$ cat src/rtl/br_pdc.sv
`default_nettype none
// ============================================================================
// Module   : br_pdc
// Brief    : Fetch-stage branch predictor. Direct-mapped BTB with per-entry
//            2-bit saturating counters; predicts the next fetch address for a
//            two-slot, 8-byte fetch group and emits a 64-bit prediction word
//            per slot. Trained from the execute-stage resolution port.
// Revision : 1.0 - initial release
// ============================================================================
module br_pdc #(
    parameter int IDX_W = 6,
    parameter int TAG_W = 10
) (
    input  logic        clk,
    input  logic        rst,
    input  logic        fetch_valid,
    input  logic        fetch_stall,
    input  logic        fetch_flush,
    input  logic [31:0] fetch_pc,
    output logic        pred_valid,
    output logic [31:0] pred_npc,
    output logic [63:0] pre0,
    output logic [63:0] pre1,
    input  logic        upd_valid,
    input  logic [31:0] upd_pc,
    input  logic        upd_taken,
    input  logic        upd_uncond,
    input  logic [31:0] upd_target
);

    localparam int DEPTH = 1 << IDX_W;

    // BTB storage, kept in flops so reset can clear every entry in one cycle
    logic             r_valid [DEPTH];
    logic [TAG_W-1:0] r_tag   [DEPTH];
    logic [29:0]      r_tgt   [DEPTH];
    logic [1:0]       r_ctr   [DEPTH];

    // ------------------------------------------------------------------
    // Lookup side: both slots of the group read the table in parallel
    // ------------------------------------------------------------------
    logic [IDX_W-1:0] w_idx  [2];
    logic [63:0]      w_word [2];
    logic [1:0]       w_en;
    logic [1:0]       w_hit;
    logic [1:0]       w_tkn;
    logic [1:0]       w_own;
    logic [TAG_W-1:0] w_ftag;
    logic [31:0]      w_seq_npc;
    logic [31:0]      w_npc;

    // Both slots share every pc bit above bit 2, so they share the tag
    assign w_ftag    = fetch_pc[IDX_W+TAG_W+1:IDX_W+2];
    assign w_seq_npc = {fetch_pc[31:3] + 29'd1, 3'b000};

    // Slot 0 owns the redirect whenever it is taken; slot 1 only otherwise
    assign w_own = {w_tkn[1] & ~w_tkn[0], w_tkn[0]};

    generate
        for (genvar s = 0; s < 2; s++) begin : g_slot
            localparam logic c_slot_bit = (s == 1) ? 1'b1 : 1'b0;

            // Slot pc bit 2 is the slot number; the rest comes from fetch_pc
            assign w_idx[s] = {fetch_pc[IDX_W+1:3], c_slot_bit};

            // A fetch entering mid-group (pc[2]=1) skips slot 0
            if (s == 0) begin : g_en0
                assign w_en[s] = ~fetch_pc[2];
            end else begin : g_en1
                assign w_en[s] = 1'b1;
            end

            assign w_hit[s] = w_en[s] & r_valid[w_idx[s]]
                            & (r_tag[w_idx[s]] == w_ftag);
            assign w_tkn[s] = w_hit[s] & r_ctr[w_idx[s]][1];

            assign w_word[s] = w_en[s] ?
                {27'd0, w_hit[s], w_own[s], r_ctr[w_idx[s]], w_tkn[s],
                 (w_hit[s] ? {r_tgt[w_idx[s]], 2'b00} : 32'd0)} : 64'd0;
        end
    endgenerate

    assign w_npc = w_tkn[0] ? {r_tgt[w_idx[0]], 2'b00} :
                   w_tkn[1] ? {r_tgt[w_idx[1]], 2'b00} : w_seq_npc;

    // ------------------------------------------------------------------
    // Update side: read-modify-write of the entry addressed by upd_pc
    // ------------------------------------------------------------------
    logic [IDX_W-1:0] w_uidx;
    logic [TAG_W-1:0] w_utag;
    logic             w_uhit;
    logic [1:0]       w_uctr;
    logic [1:0]       w_nctr;

    assign w_uidx = upd_pc[IDX_W+1:2];
    assign w_utag = upd_pc[IDX_W+TAG_W+1:IDX_W+2];
    assign w_uhit = r_valid[w_uidx] & (r_tag[w_uidx] == w_utag);
    assign w_uctr = r_ctr[w_uidx];

    // Next counter value for a hit: jumps pin to strongly taken, branches saturate
    always_comb begin
        w_nctr = w_uctr;
        if (upd_uncond) begin
            w_nctr = 2'b11;
        end else if (upd_taken) begin
            if (w_uctr != 2'b11) w_nctr = w_uctr + 2'd1;
        end else begin
            if (w_uctr != 2'b00) w_nctr = w_uctr - 2'd1;
        end
    end

    // Table write; lookups this cycle still see the pre-update contents
    always_ff @(posedge clk) begin
        if (rst) begin
            for (int i = 0; i < DEPTH; i++) begin
                r_valid[i] <= 1'b0;
                r_ctr[i]   <= 2'b01;
            end
        end else if (upd_valid) begin
            if (w_uhit) begin
                r_ctr[w_uidx] <= w_nctr;
                if (upd_taken) r_tgt[w_uidx] <= upd_target[31:2];
            end else if (upd_taken) begin
                r_valid[w_uidx] <= 1'b1;
                r_tag[w_uidx]   <= w_utag;
                r_tgt[w_uidx]   <= upd_target[31:2];
                r_ctr[w_uidx]   <= upd_uncond ? 2'b11 : 2'b10;
            end
        end
    end

    // Registered prediction outputs: flush beats stall, stall holds everything
    always_ff @(posedge clk) begin
        if (rst || fetch_flush) begin
            pred_valid <= 1'b0;
            pred_npc   <= 32'd0;
            pre0       <= 64'd0;
            pre1       <= 64'd0;
        end else if (!fetch_stall) begin
            pred_valid <= fetch_valid;
            pred_npc   <= fetch_valid ? w_npc     : 32'd0;
            pre0       <= fetch_valid ? w_word[0] : 64'd0;
            pre1       <= fetch_valid ? w_word[1] : 64'd0;
        end
    end

    // Address bits below word alignment and above the tag carry no information
    logic w_unused;
    assign w_unused = ^{fetch_pc[1:0], upd_pc[1:0], upd_pc[31:IDX_W+TAG_W+2],
                        upd_target[1:0]};

endmodule
`default_nettype wire

$ cat config.mk
export PLATFORM = sky130hd
export DESIGN_NAME = br_pdc
export DESIGN_NICKNAME = d
export VERILOG_FILES = /design/src/rtl/br_pdc.sv
export SDC_FILE = /design/constraint.sdc
export NUM_CORES = 2
export LEC_CHECK = 0
export CAP_MARGIN = 20
export CORE_MARGIN = 3
export CORE_UTILIZATION = 51
export DETAILED_ROUTE_END_ITERATION = 7
export PLACE_DENSITY = 0.67
export SYNTH_ARGS = -nofsm -noshare
export SYNTH_HDL_FRONTEND = slang
export SYNTH_SLANG_ARGS = --single-unit
$ cat constraint.sdc
create_clock -name clk -period 4.25 [get_ports clk]
set_input_delay 0.6375 -clock clk [delete_from_list [all_inputs] [get_ports clk]]
set_output_delay 0.6375 -clock clk [all_outputs]
set_load 0.01 [all_outputs]
# After elaboration in Yosys (flattened, before gate mapping)
# Memories as Yosys holds them, arrays and structs flattened.
# Index checks and enable logic that the tools add are counted.
[word_totals]
latchBits = 0
regBits = 161
memories = 4
wordCells = 66
rom_bits = 0
mem_bits_rw = 2752
[memory_table]
columns = ["memory", "words", "width", "read_ports", "rd_clocked_by_memory_dff", "wr", "line_no", "rtl"]
rows = [
  ["r_tgt", 64, 30, 2, 0, 1, "36", "logic [29:0] r_tgt [DEPTH];"],
  ["r_tag", 64, 10, 3, 0, 1, "35", "logic [TAG_W-1:0] r_tag [DEPTH];"],
  ["r_ctr", 64, 2, 3, 0, 64, "37", "logic [1:0] r_ctr [DEPTH];"],
  ["r_valid", 64, 1, 3, 0, 64, "34", "logic r_valid [DEPTH];"],
]
[classes]
reduce_logical = 4
magnitude_cmp = 0
n_eq_ne = 4
muxes = 36
bitwise = 11
mul = 0
shifts = 0
n_addsub = 3
n_div = 0
[op_table]
columns = ["op", "n"]
rows = [
  ["32-bit two-way mux", 5],
  ["37-bit two-way mux", 3],
  ["10-bit == test", 3],
  ["30-bit two-way mux", 1],
  ["29-bit by 1-bit adder with 29-bit output (second input constant)", 1],
  ["1-bit two-way mux", 19],
  ["2-bit two-way mux", 6],
  ["6-bit two-way mux", 2],
  ["1-bit AND", 7],
  ["2-bit by 1-bit adder with 2-bit output (second input constant)", 1],
  ["2-bit != test (second input constant)", 1],
  ["1-bit inverter", 2],
  ["1-bit bitwise OR", 2],
  ["2-bit nonzero test", 1],
  ["2-bit OR reduction", 1],
  ["2-bit by 1-bit subtractor with 2-bit output (second input constant)", 1],
  ["1-bit logical OR", 1],
  ["1-bit OR reduction", 1],
]

# Depth between registers and ports, before layout
# An unclocked memory read counts as a cell.
[depth]
word_depth = 10
mapped_depth = 18

# Least setup slack after synthesis
# No wires, ideal clock.
[synth_timing]
kind = "input to register"
from = "input port fetch_pc[4]"
to = "register pred_npc[3]"
arrival_ps = 4165
stages = 14
path_slack_ps = -37
cell_sequence = "buf_4 buf_2 buf_2 buf_4 buf_2 buf_2 buf_2 clkbuf_1 clkbuf_1 mux4_2 mux4_2 mux2i_1 mux2i_1 a221o_1"
[synth_between]
elab_chain_cells = 7
word_cells_on_any_way = 14
[synth_rtl]
columns = ["item", "line_no", "rtl"]
rows = [
  ["from (decl)", "19", "input logic [31:0] fetch_pc,"],
  ["memory read 64 x 10 bit", "--", ""],
  ["10-bit == test", "74", "& (r_tag[w_idx[s]] == w_ftag);"],
  ["1-bit AND", "74", ""],
  ["1-bit AND", "75", "assign w_tkn[s] = w_hit[s] & r_ctr[w_idx[s]][1];"],
  ["32-bit two-way mux", "84", "w_tkn[1] ? {r_tgt[w_idx[1]], 2'b00} : w_seq_npc;"],
  ["32-bit two-way mux *", "83", "assign w_npc = w_tkn[0] ? {r_tgt[w_idx[0]], 2'b00} :"],
  ["32-bit two-way mux *", "141", "pred_npc <= fetch_valid ? w_npc : 32'd0;"],
  ["to (signal assigned)", "141", ""],
  ["to (decl)", "21", "output logic [31:0] pred_npc,"],
]
# Every way passes the cells marked *; elsewhere a longest branch is shown, timed or not.
# A chain may end at the register's enable or synchronous reset.

# Worst setup path in the final report
[layout_timing]
from = "input port fetch_pc[3]"
to = "register pre0[29]"
[layout_between]
elab_chain_cells = 6
word_cells_on_any_way = 9
[layout_rtl]
columns = ["item", "line_no", "rtl"]
rows = [
  ["memory read 64 x 10 bit / memory read 64 x 1 bit (equally long branches)", "--", ""],
  ["10-bit == test / 1-bit AND (equally long branches)", "74, 73", ""],
  ["1-bit AND", "74", ""],
  ["32-bit two-way mux *", "79", "(w_hit[s] ? {r_tgt[w_idx[s]], 2'b00} : 32'd0)} : 64'd0;"],
  ["37-bit two-way mux *", "77", "assign w_word[s] = w_en[s] ?"],
  ["37-bit two-way mux *", "142", "pre0 <= fetch_valid ? w_word[0] : 64'd0;"],
  ["to (signal assigned)", "142", ""],
  ["to (decl)", "22", "output logic [63:0] pre0,"],
]
# Marked as above.

==> flow_summary.ini <==
[sta]
finalHoldViolCount = 0
finalSetupViolCount = 1
maxSlewViolCount = 0
fin_worst_skew_ns = 0.08727
slew_headroom_pct = 22.65
fmax_mhz = 231.8
period_share_pct = 101.5
final.setup.worst_slack_ns = -0.06440
period_needed_ns = 4.314
worstMarginPinSlew_ns = 1.160

[floorplan]
die_h_um = 491.1
coreArea_um2 = 233400
die_area_um2 = 241200
start_util_pct = 51.41
io_pins = 265
rows = 177
die_x_um = 491.1

[synth]
async_reset_ff_share_pct = 0
synth_warnings = 0
netlist_instances = 6205
avgSynthCellArea_um2 = 19.34
synth_cell_types = 84
seq_area_frac_synth_pct = 69.99
synthFlopType = edfxtp_1
synth_edf_count = 2688
ys_ff_latch = 2852
synth_area_leaders = edfxtp_1 67%, mux4_2 16%, mux2i_1 3.6%
netlist.area_leader.share_pct = 67.26
yosys.area.top_type = edfxtp_1
syn-cell-area_um2 = 120000

[run]
cap_viol_max_count = 0

[setup_path]
cp_slowest_cell = nor2b_1
path_cells = buf_8, buf_4, nor2b_1, buf_4, a22oi_1, a21oi_1, nor4_1, buf_4, xnor2_1, o211ai_1, or4_1, buf_12, nor4_1, buf_4, o21a_1
endpoint_kind = flop
crit_path_frequent_cell = buf_4
critPathMaxFanout = 27
cp.arrival_ns = 5.21
crit_family = simple AND/OR/NAND/NOR gates
critPathRequiredTime_ns = 5.15
r2r_slack_ns = 0.02
path_class = input port to flop
critPathMaxStageDelay_ns = 0.73
rr_endpoint = r_ctr[34][1]
reg2reg_depth = 15
r2r_start = r_tag[26][3]
critPathLaunchType = input port
critPathBufInv = 6

[hold_path]
min_from = upd_target[21]
hold_depth = 1
hold_class = input port to flop
hold-path-endpoint = r_tgt[44][19]

[global_routing]
overflow = 0
grt_max_degree = 103
gr-usage-met3_pct = 8.257
busiest_layer = met2
grt_use_met1_pct = 42.64
antenna_found_initial = 25
met2_usage_pct = 46.67
track_usage_pct = 30.71
grt_pass1_vias = 67520
grt_pass1_wl_um = 523400

[pwr]
p_leak_nw = 46.35
p_int_mw = 47.07
p_per_area_nw_per_um2 = 426.1
power.total_mw = 60.49
power_switching_mw = 13.42
irDropWorstVdd_uv = 429.6
combPwrFrac_pct = 7.6
power_frac_clock_pct = 41.4
swShare_pct = 22.19
seq_power_share_pct = 51.0

[clocking]
path_clk_slew_ns = 0.06
clkLatencyLatePin_ns = 0.95
cts_buffer_depth = 4
root_buffer = clkbuf_16
htreeDepth = 5
cts_tree = built
clock_sinks = 2852
ctsHoldBuffers = 0
cts_made_buffers = 307

[drt]
routed-via-count = 68820
wl_per_cell_um = 35.83
first_iter_violations = 10300
post-route-drc-count = 0
viasPerCell = 6.606
antenna_left = 0
dr.pass1.iters = 7
totalWireLength_um = 373200

[place]
dp_slack_ns = -0.8776
dp_hpwl_um = 243700
port_buffers = 184
place_congestion = 1.027

[status]
outcome = finished, violations left
violations = negative setup slack

[final_layout]
drive_gt1_share_pct = 32.05
final_nets = 7163
fillers = 16500
area.growth.synth_to_final_pct = 18.29
## routing by layer
layer  up-vias  wire (um)  share of wire (%)
met5         -        110              0.029
met4        16      17650                4.7
met3       710      42480                 11
met2      4412     171700                 46
met1     36300     141300                 38
li1      27380          -                  -
## cell families (layout without fill, tap and decap cells)
logic type	Yosys count	after routing	share of synthesized area [%]
fa+ha+maj	1	1	0.01042
flops	2852	2852	69.99
xor+xnor	66	66	0.4817
compound gates	553	553	3.390
mux	1306	1306	19.90
buf+inv	579	1595	2.463
other cells	1	66	0.003125
simple gates	847	847	3.763
## cells in the final DEF, fill, tap and decap left out, types with 134 or more instances in the layout
cell and count:
a22oi_1 163, buf_12 201, buf_4 591, clkbuf_16 319, clkdlybuf4s50_1 134, dfxtp_1 164, edfxtp_1 2688, mux2i_1 428
mux4_2 839, nand2_1 185, nand3_1 139, nor2_1 171
## repair_timing
| item | in CTS | in global routing |
|---|---|---|
| buffers inserted | 0 | 5 |
| pin swaps | 2 | 3 |
| endpoints found under the setup margin | 547 | 858 |
| hold endpoints to repair | 0 | 0 |
| resized for setup | 13 | 70 |
| cloned | 0 | 4 |
## cell type report
type                            count  area (um^2)  area share, %
Tap cell                         3132         3919          2.760
Inverter                           79        309.0         0.2177
Clock inverter                    144         1097         0.7729
Timing Repair Buffer              985        10320          7.269
Antenna cell                        6        15.01        0.01058
Clock buffer                      387         8183          5.764
Multi-Input combinational cell   2833        34120          24.04
Sequential cell                  2852        84000          59.17
## Yosys cell counts, types with 19 or more instances
master,n
buf_2,123
buf_4,107
o21ai_0,21
a21oi_1,46
and3_1,21
nand3_1,139
o21a_1,51
xor2_1,27
nor2_1,238
mux4_2,838
o21bai_1,65
mux2_2,21
and2_1,61
nand4_1,19
nor2b_1,25
nor4_1,40
nor4_2,60
nand2_1,186
a22oi_1,163
mux2i_1,429
inv_1,72
a221o_1,29
clkbuf_1,176
buf_1,64
dfxtp_1,164
edfxtp_1,2688
o22ai_1,74
xnor2_1,39
buf_6,19
## how the worst max path moves through the flow
stage	startpoint	endpoint	cells past startpoint
after floorplan	fetch_pc[4]	pred_npc[10]	14
after global placement	upd_pc[7]	r_tag[60][9]	15
after detailed placement	upd_pc[7]	r_tag[57][1]	15
after CTS	r_tag[26][3]	r_ctr[53][1]	15
final	fetch_pc[3]	pre0[29]	15
after global routing	r_tag[36][4]	r_ctr[32][1]	14
## registers in the layout (all words and copies together) (netlist names)
signal and cells:
r_tag 640, r_valid 64, pre0 34, pred_valid 1, pre1 35, pred_npc 30, r_ctr 128, r_tgt 1920
## power groups by stage
stage	registers [mW]	clock network (mW)	logic, mW
finish	30.9	25.0	4.57
global route	30.9	26.5	4.73
CTS	30.9	25.3	4.46
detailed placement	31.5	0	4.44
global placement	31.5	0	4.40
floorplan	31.4	0	2.24
## metrics by stage
stage / instance area [um^2] / TNS (ns) / util (%) / hold WS, ns / cells
5_1_grt: 142000 / -0.001509 / 60.82 / 0.05254 / 10410
3_5_place_dp: 132100 / -766.63 / 56.60 / 0.4555 / 9869
2_1_floorplan: 120200 / -0.7140 / - / 0.4491 / 6264
6_report: 142000 / -0.06440 / 60.82 / 0.08455 / 10420
3_3_place_gp: 132100 / -826.45 / 56.60 / 0.4483 / 9869
4_1_cts: 141400 / -0.6641 / 60.60 / 0.08761 / 10400
## worst reg2reg max path: stages (launching register included)
cell and delay (ns):
edfxtp_1 0.43, mux4_2 0.49, mux2i_1 0.15, buf_4 0.16, xnor2_2 0.12, buf_6 0.16
o2111ai_2 0.11, o22a_2 0.30, nor4b_4 0.34, a21oi_2 0.10, or4_4 0.48, o41ai_4 0.42
clkbuf_16 0.22, buf_16 0.16, clkbuf_16 0.19, nor4_2 0.04
(Power assumes the default switching activity.)
